$ cat config.mk
export PLATFORM = sky130hd
export DESIGN_NAME = alu_pipe_mul
export DESIGN_NICKNAME = d
export VERILOG_FILES = /design/src/rtl/alu_pipe_mul.sv
export SDC_FILE = /design/constraint.sdc
export NUM_CORES = 1
export LEC_CHECK = 0
export CORE_ASPECT_RATIO = 0.6
export CORE_MARGIN = 2
export CORE_UTILIZATION = 62
export CTS_CLUSTER_SIZE = 16
export DETAILED_ROUTE_END_ITERATION = 16
export PLACE_DENSITY_LB_ADDON = 0.15
export SYNTH_ARGS = -nofsm -noshare
export SYNTH_HDL_FRONTEND = slang
export SYNTH_SLANG_ARGS = --single-unit
$ cat constraint.sdc
create_clock -name clk -period 7 [get_ports clk]
set_input_delay 1.05 -clock clk [delete_from_list [all_inputs] [get_ports clk]]
set_output_delay 1.05 -clock clk [all_outputs]
set_load 0.005 [all_outputs]
$ cat src/rtl/alu_pipe_mul.sv
// EXE-stage ALU with registered result/flags behind a valid/ready handshake,
// plus an iterative shift-add multiplier retiring MUL_STEP multiplier bits per cycle.
module alu_pipe_mul #(
  parameter int WIDTH    = 32,
  parameter int MUL_STEP = 1
) (
  input  logic             clk,
  input  logic             rst,
  input  logic             in_valid,
  output logic             in_ready,
  input  logic [3:0]       exe_cmd,
  input  logic             carry,
  input  logic [WIDTH-1:0] val1,
  input  logic [WIDTH-1:0] val2,
  output logic             out_valid,
  input  logic             out_ready,
  output logic [WIDTH-1:0] result,
  output logic [3:0]       sr
);

  localparam int N_ITER = WIDTH / MUL_STEP;
  localparam int CNT_W  = $clog2(N_ITER);
  localparam int MSB    = WIDTH - 1;

  localparam logic [3:0] CMD_MOV = 4'b0001;
  localparam logic [3:0] CMD_MVN = 4'b1001;
  localparam logic [3:0] CMD_ADD = 4'b0010;
  localparam logic [3:0] CMD_ADC = 4'b0011;
  localparam logic [3:0] CMD_SUB = 4'b0100;
  localparam logic [3:0] CMD_SBC = 4'b0101;
  localparam logic [3:0] CMD_AND = 4'b0110;
  localparam logic [3:0] CMD_ORR = 4'b0111;
  localparam logic [3:0] CMD_EOR = 4'b1000;
  localparam logic [3:0] CMD_MUL = 4'b1010;

  typedef enum logic {IDLE = 1'b0, BUSY = 1'b1} state_t;

  state_t             state_q, state_d;
  logic [CNT_W-1:0]   cnt_q, cnt_d;
  logic [WIDTH-1:0]   mcand_q, mcand_d;
  logic [WIDTH-1:0]   mplier_q, mplier_d;
  logic [WIDTH-1:0]   acc_q, acc_d;
  logic               vld_q, vld_d;
  logic [WIDTH-1:0]   res_q, res_d;
  logic [3:0]         sr_q, sr_d;
  logic               accept;

  // Single-cycle ops: returns {result, Z, C, N, V}; unknown opcodes give zero with Z set.
  function automatic logic [WIDTH+3:0] alu_eval(input logic [3:0] cmd, input logic c,
                                                input logic [WIDTH-1:0] a,
                                                input logic [WIDTH-1:0] b);
    logic [WIDTH:0]   sum;
    logic [WIDTH-1:0] r;
    logic             cf, vf, known;
    sum   = '0;
    r     = '0;
    cf    = 1'b0;
    vf    = 1'b0;
    known = 1'b1;
    case (cmd)
      CMD_MOV: r = b;
      CMD_MVN: r = ~b;
      CMD_ADD, CMD_ADC: begin
        sum = {1'b0, a} + {1'b0, b} + {{WIDTH{1'b0}}, (cmd == CMD_ADC) ? c : 1'b0};
        r   = sum[WIDTH-1:0];
        cf  = sum[WIDTH];
        vf  = (a[MSB] == b[MSB]) && (r[MSB] != a[MSB]);
      end
      CMD_SUB, CMD_SBC: begin
        sum = {1'b0, a} + {1'b0, ~b} + {{WIDTH{1'b0}}, (cmd == CMD_SBC) ? c : 1'b1};
        r   = sum[WIDTH-1:0];
        cf  = sum[WIDTH];
        vf  = (a[MSB] != b[MSB]) && (r[MSB] != a[MSB]);
      end
      CMD_AND: r = a & b;
      CMD_ORR: r = a | b;
      CMD_EOR: r = a ^ b;
      default: known = 1'b0;
    endcase
    if (!known) return {{WIDTH{1'b0}}, 4'b1000};
    return {r, (r == '0), cf, r[MSB], vf};
  endfunction

  function automatic logic [3:0] mul_flags(input logic [WIDTH-1:0] p);
    return {(p == '0), 1'b0, p[MSB], 1'b0};
  endfunction

  // Partial product of the multiplicand with the low MUL_STEP multiplier bits.
  function automatic logic [WIDTH-1:0] mul_partial(input logic [WIDTH-1:0] a,
                                                   input logic [MUL_STEP-1:0] bits);
    logic [WIDTH-1:0] p;
    p = '0;
    for (int i = 0; i < MUL_STEP; i++) begin
      if (bits[i]) p = p + (a << i);
    end
    return p;
  endfunction

  assign in_ready = !rst && (state_q == IDLE) && (!vld_q || out_ready);
  assign accept   = in_valid && in_ready;

  always_comb begin
    state_d  = state_q;
    cnt_d    = cnt_q;
    mcand_d  = mcand_q;
    mplier_d = mplier_q;
    acc_d    = acc_q;
    vld_d    = vld_q;
    res_d    = res_q;
    sr_d     = sr_q;
    if (vld_q && out_ready) vld_d = 1'b0;
    case (state_q)
      IDLE: begin
        if (accept) begin
          if (exe_cmd == CMD_MUL) begin
            state_d  = BUSY;
            cnt_d    = CNT_W'(N_ITER - 1);
            mcand_d  = val1;
            mplier_d = val2;
            acc_d    = '0;
          end else begin
            {res_d, sr_d} = alu_eval(exe_cmd, carry, val1, val2);
            vld_d         = 1'b1;
          end
        end
      end
      BUSY: begin
        acc_d    = acc_q + mul_partial(mcand_q, mplier_q[MUL_STEP-1:0]);
        mcand_d  = mcand_q << MUL_STEP;
        mplier_d = mplier_q >> MUL_STEP;
        cnt_d    = cnt_q - CNT_W'(1);
        if (cnt_q == '0) begin
          state_d = IDLE;
          res_d   = acc_d;
          sr_d    = mul_flags(acc_d);
          vld_d   = 1'b1;
        end
      end
      default: state_d = IDLE;
    endcase
  end

  // Output / multiplier register stage
  always_ff @(posedge clk or posedge rst) begin
    if (rst) begin
      state_q  <= IDLE;
      cnt_q    <= '0;
      mcand_q  <= '0;
      mplier_q <= '0;
      acc_q    <= '0;
      vld_q    <= 1'b0;
      res_q    <= '0;
      sr_q     <= '0;
    end else begin
      state_q  <= state_d;
      cnt_q    <= cnt_d;
      mcand_q  <= mcand_d;
      mplier_q <= mplier_d;
      acc_q    <= acc_d;
      vld_q    <= vld_d;
      res_q    <= res_d;
      sr_q     <= sr_d;
    end
  end

  assign out_valid = vld_q;
  assign result    = res_q;
  assign sr        = sr_q;

endmodule

==> metrics.yaml, run 1 <==
grt_max_degree: 73
cp_max_fo: 19
dp_hpwl_microns: 38590
htree_levels: 4
synth.distinct_cells: 108
start_util_pct: 63.80
hold_viol_final: 0
path_buf_inv: 4
portBuffers: 110
wl_microns: 51530
pwr_density_cell_nw_per_um2: 263.0
cts_setup_buffers: 0
clkSlewWorstSetupHoldPaths_ns: 0.06
nets: 2102
crit_type: "input pin to register"
final_core_util_pct: 71.42
routabilityCongestion: 1.054
finClkSkew_ns: 0.01003
dr.first_iter.drc_count: 2242
root_buffer: "clkbuf_16"
grt_pass1_wl_microns: 78960
cp.arrival_ns: 6.04
cts.path.max_buffers: 2
row_count: 42
tns_ns: 0
cp_cell_sequence: "clkdlybuf4s50_1 > buf_4 > inv_2 > and3_1 > nand3_1 > fa_1 > inv_1 > fa_1 > a211oi_2 > nor4_4 > o2111a_1 > o21ai_2 > o22ai_2 > and3_1 > o32ai_1 > nand3b_1 > or4_1 > and4bb_1 > nand4_1 > o31ai_2"
tightest_slew_ns: 1.109
vias: 15280
fin_crit_sh_pct: 81.03
ys_ff_latch: 138
syn_inst: 1862
ys_seq_area_share_pct: 24.35
power_uw: 4174
insertion_delay_ns: 0.46
syn_area_per_cell_sq_um: 7.617
leakagePower_uw: 0.007322
overflow: 0
synth_nets: 2068
critPathTopFamily: "simple AND/OR/NAND/NOR gates"
syn_area_sq_um: 14180
hp-class: "register to register"
cap_viol_max_count: 0
grt_pass1_vias: 13840
cp-start-kind: "input pin"
syn_to_final_growth_pct: 11.94
dieWidth_microns: 199.3
run_status: "complete, no violations"
ant_nets: 0
synth_flop_cell: "dfrtp_1"
finalSetupViolations: 0
synth_edf_count: 0
track_usage_pct: 42.97
cp-end-kind: "register"
peakVddDrop_mv: 0.2604
cts_buffers: 17
antenna_found_initial: 0
cts_hold_buf: 0
slew_viol_final: 0
dieArea_sq_um: 24140
core_sq_um: 22230
finalCriticalPeriod_ns: 5.672
via_per_inst: 6.890
clock_sinks: 138
cpMaxStageDelayCell: "clkdlybuf4s50_1"
fmaxAchievable_mhz: 176.3
slew_headroom_pct: 26.06
die_h_microns: 121.2
slowest_delay_ns: 0.55
fin_ws_ns: 1.328
wl_per_cell_microns: 23.23
cp.required_ns: 7.37
async_flop_share_pct: 100.0
drive_above_1_share_pct: 6.653
pre_cts_slack_ns: 1.028
ctsResizeCount: 0
grt_setup_unrepaired: "no"
num_io_pins: 111
drc: 0
ys_warn_count: 0
dr.pass1.iters: 6
tritoncts: "yes"
## through the flow
stage / cell area, sq um / hold WS (ns) / instances
floorplan: 14180 / 0.4352 / 1862
global placement: 15320 / 0.4534 / 2185
detailed placement: 15320 / 0.4557 / 2185
CTS: 15870 / 0.4690 / 2217
global route: 15870 / 0.5032 / 2217
finish: 15880 / 0.4715 / 2218
## logic make-up (layout without fill, tap and decap cells)
logic type,after synthesis,after routing,synth area share [%]
other cells,0,1,0
xor+xnor,46,46,2.841
mux,26,26,1.888
compound gates,602,602,29.26
buf+inv,232,279,6.749
simple gates,685,685,22.91
flops,138,138,24.35
fa+ha+maj,133,133,12.00
## power by group
part | internal [uW] | switching [uW] | total (uW)
Clock | 474 | 409 | 883
Sequential | 1080 | 282 | 1370
Combinational | 772 | 1150 | 1930
## layer usage
layer	part of all wire [%]	GRT usage (%)	vias to the layer above	routed length (microns)
met3	15	12.87	136	7701
met4	3.5	15.86	0	1807
met1	42	63.57	7186	21740
met5	0	0	-	0
met2	39	58.06	1180	20280
li1	-	-	6779	-
## cell usage after synthesis, types with 15 or more instances
master | count | area [sq um]
a211oi_1 | 29 | 217.7
a21o_1 | 26 | 195.2
a21oi_1 | 143 | 715.7
a22oi_1 | 66 | 495.5
a31oi_1 | 18 | 112.6
and2_1 | 45 | 281.5
and3_1 | 15 | 93.84
buf_2 | 24 | 120.1
clkbuf_1 | 73 | 274.0
dfrtp_1 | 138 | 3453
ha_1 | 128 | 1602
inv_1 | 113 | 424.2
mux2i_1 | 20 | 200.2
nand2_1 | 287 | 1077
nand2b_1 | 16 | 100.1
nand3_1 | 34 | 170.2
nor2_1 | 145 | 544.3
nor3_1 | 39 | 195.2
o211ai_1 | 19 | 142.6
o21ai_0 | 103 | 515.5
o22ai_1 | 22 | 137.6
o31ai_1 | 15 | 112.6
xnor2_1 | 30 | 262.8
xor2_1 | 16 | 140.1
## worst register-to-register path: stages (launching register included)
cell	delay [ns]
dfrtp_1	0.80
and2_1	0.39
ha_1	0.23
fa_1	0.49
a211oi_1	0.34
o21ai_0	0.22
and3b_1	0.25
o21ai_0	0.25
a21oi_1	0.25
o41ai_1	0.54
o21ai_0	0.33
a21oi_1	0.28
xor2_1	0.21
or2_2	0.16
o211ai_1	0.13
o21a_1	0.19
## state kept, by name (all words and copies together) (netlist names)
| register | cells |
|---|---|
| acc_q | 32 |
| mcand_q | 32 |
| mplier_q | 32 |
| result | 31 |
| cnt_q | 5 |
| sr | 4 |
| out_valid | 1 |
| state_q | 1 |
## path summary, 6_finish.rpt
check | from | endpoint | slack, ns | cells past startpoint
setup / recovery | exe_cmd[3] | sr[3] | 1.33 | 20
hold / removal | result[12] | result[12] | 0.47 | 2
setup reg to reg | mplier_q[0] | result[30] | 1.81 | 15
hold reg to reg | result[12] | result[12] | 0.47 | 2
max in group asynchronous | rst | mplier_q[25] | 4.51 | 3
min in group asynchronous | rst | mplier_q[2] | 1.12 | 2
## layout by cell type (no fill, tap or decap), types with 45 or more instances in the layout
cell type        netlist  layout
a21oi_1              143     143
a22oi_1               66      66
and2_1                45      45
clkdlybuf4s50_1        0     109
dfrtp_1              138     137
ha_1                 128     128
inv_1                113     112
nand2_1              287     287
nor2_1               145     144
o21ai_0              103     103
## cell type report
cell class	count	area, sq um
multi-input cells	1492	9792
well taps	308	385.4
diodes	1	2.502
inverters	117	444.2
clock buffers	20	456.7
flip-flops and latches	138	3457
fillers	1797	6354
repair buffers	130	1246
clock inverters	12	91.34
(Power assumes the default switching activity.)
==> run 2, diff against run 1 <==
Settings changed: CORE_UTILIZATION 62 to 55.
Clock period 7 ns to 5.17 ns, I/O delays scaled along.
==> metrics.yaml, run 2 (synthesized netlist as in run 1, its figures left out) <==
insertion_delay_ns: 0.47  # about the same
num_io_pins: 111  # unchanged
run_status: "complete, no violations"
crit_type: "input pin to register"
cap_viol_max_count: 0  # unchanged
slew_headroom_pct: 26.89  # +0.83 points
dp_hpwl_microns: 40950  # +6.1%
mostFrequentLayoutCells: "nand2_1, nor2_1, a21oi_1, dfrtp_1, ha_1"
overflow: 0  # unchanged
cts.path.max_buffers: 2  # unchanged
final_cells: 2334  # +5.2%
dr.pass1.iters: 7  # +1
fmaxAchievable_mhz: 202.8
finClkSkew_ns: 0.02104  # +0.01101 ns
via_per_inst: 6.586  # -4.4%
tightest_slew_ns: 1.097  # -0.01243 ns
syn_to_final_growth_pct: 18.00
worst_r2r_path_depth: 15  # unchanged
cp-end-kind: "register"
cp-start-kind: "input pin"
clkSlewWorstSetupHoldPaths_ns: 0.07  # about the same
grt_pass1_vias: 14210  # +2.7%
slew_viol_final: 0  # unchanged
multi_input_area_sq_um: 9804  # +0.13%
pre_cts_slack_ns: -0.1677  # -1.196 ns
nets: 2198  # +4.6%
start_util_pct: 55.98  # -7.8 points
tritoncts: "yes"
cp.required_ns: 5.54  # -1.83 ns
drc: 0  # unchanged
reg2reg_from: "mplier_q[0]"
fin_ws_ns: 0.2388  # -1.089 ns
ant_nets: 0  # unchanged
reg2reg_slack_ns: 0.61  # -1.20 ns
finalSetupViolations: 0  # unchanged
top_regs: "acc_q x32, mcand_q x32, mplier_q x32"
peakVddDrop_mv: 0.2966  # +14%
dr.first_iter.drc_count: 1868  # -17%
grt_pass1_wl_microns: 82940  # +5.0%
grt_setup_unrepaired: "no"
final_common_cell: "nand2_1"
row_count: 45  # +7.1%
dieArea_sq_um: 27130  # +12%
fin_crit_sh_pct: 95.38
cts_buffers: 17  # unchanged
pwr_density_cell_nw_per_um2: 350.1  # +33%
cp.arrival_ns: 5.31  # -0.73 ns
drive_above_1_share_pct: 11.27  # +4.6 points
tns_ns: 0  # unchanged
grt_max_degree: 94  # +29%
final.fill_count: 2171  # +21%
finalCriticalPeriod_ns: 4.931
vias: 15370  # +0.60%
die_h_microns: 128.4  # +6.0%
r2r-end: "result[30]"
hp-class: "register to register"
regArea_sq_um: 3457  # unchanged
cp_max_fo: 7  # -12
root_buffer: "clkbuf_16"
portBuffers: 110  # unchanged
hold_viol_final: 0  # unchanged
hold_path_end: "result[12]"
core_sq_um: 25340  # +14%
wl_per_cell_microns: 23.02  # -0.91%
numPlacedInstances: 2302  # +5.4%
wl_microns: 53730  # +4.3%
dieWidth_microns: 211.3  # +6.1%
routabilityCongestion: 0.9984  # -5.3%
clock_sinks: 138  # unchanged
track_usage_pct: 39.83  # -3.1 points
hold_slack_ns: 0.4729  # +0.001466 ns
antenna_found_initial: 0  # unchanged
worstHoldPathCells: 2  # unchanged
leakagePower_uw: 0.007831  # +7.0%
hp-start: "result[12]"
htree_levels: 4  # unchanged
antenna_cells: 0  # -1
## run 2: stage by stage
step / utilization, % / cell area [sq um] / power, uW
2_1_floorplan: - / 14180 / 3367
3_3_place_gp: 63.58 / 16110 / 4398
3_5_place_dp: 63.58 / 16110 / 4477
4_1_cts: 66.00 / 16720 / 5806
5_1_grt: 66.05 / 16730 / 6201
6_report: 66.05 / 16730 / 5859
## run 2: layout make-up
| class | count | share of cell area, % |
|---|---|---|
| multi-input combinational | 1492 | 58.59 |
| sequential | 138 | 20.66 |
| timing repair buffer | 226 | 11.98 |
| inverter | 117 | 2.654 |
| clock buffer | 17 | 2.542 |
| tap | 329 | 2.460 |
| clock inverter | 15 | 1.121 |
## run 2: how the worst max path moves through the flow
stage / from / endpoint / cells past startpoint
after CTS: exe_cmd[2] / sr[3] / 22
final: exe_cmd[2] / sr[3] / 22
after global placement: exe_cmd[2] / sr[3] / 19
after floorplan: exe_cmd[0] / sr[3] / 22
after global routing: exe_cmd[2] / sr[3] / 19
after detailed placement: exe_cmd[2] / sr[3] / 19
## run 2: worst max-delay path, cell delays in order
cell and delay [ns]:
clkdlybuf4s50_1 0.43, inv_2 0.06, buf_4 0.15, and3_1 0.18, nand3_1 0.10, fa_1 0.42, inv_1 0.09, fa_1 0.24
a211oi_2 0.11, buf_4 0.16, nor4_4 0.35, o211ai_2 0.14, buf_4 0.15, a21oi_2 0.25, nand2_1 0.11, a21o_1 0.19
o21ai_0 0.08, nand3_1 0.12, or4_1 0.54, and4bb_1 0.31, nand4_1 0.13, o31ai_2 0.19
## run 2: what timing repair did
action                     in CTS  in global routing
hold endpoints to repair        0                  0
hold buffers                    0                  0
setup endpoints to repair       0                  1
setup buffers                   0                  0
resized for setup               0                  3
## run 2: routing by layer
layer | vias up | wire length, microns | global-route usage (%)
li1 | 6989 | - | -
met4 | 0 | 1323 | 10.94
met1 | 7365 | 24330 | 58.83
met5 | - | 0 | 0
met2 | 920 | 21610 | 56.19
met3 | 98 | 6460 | 11.64
## run 2: power breakdown
part	internal (uW)	leakage (uW)	total [uW]	switching, uW
Combinational	1140	0.00575	2750	1610
Clock	730	0.000294	1310	580
Sequential	1470	0.00178	1800	329
Total	3340	0.00783	5860	2520
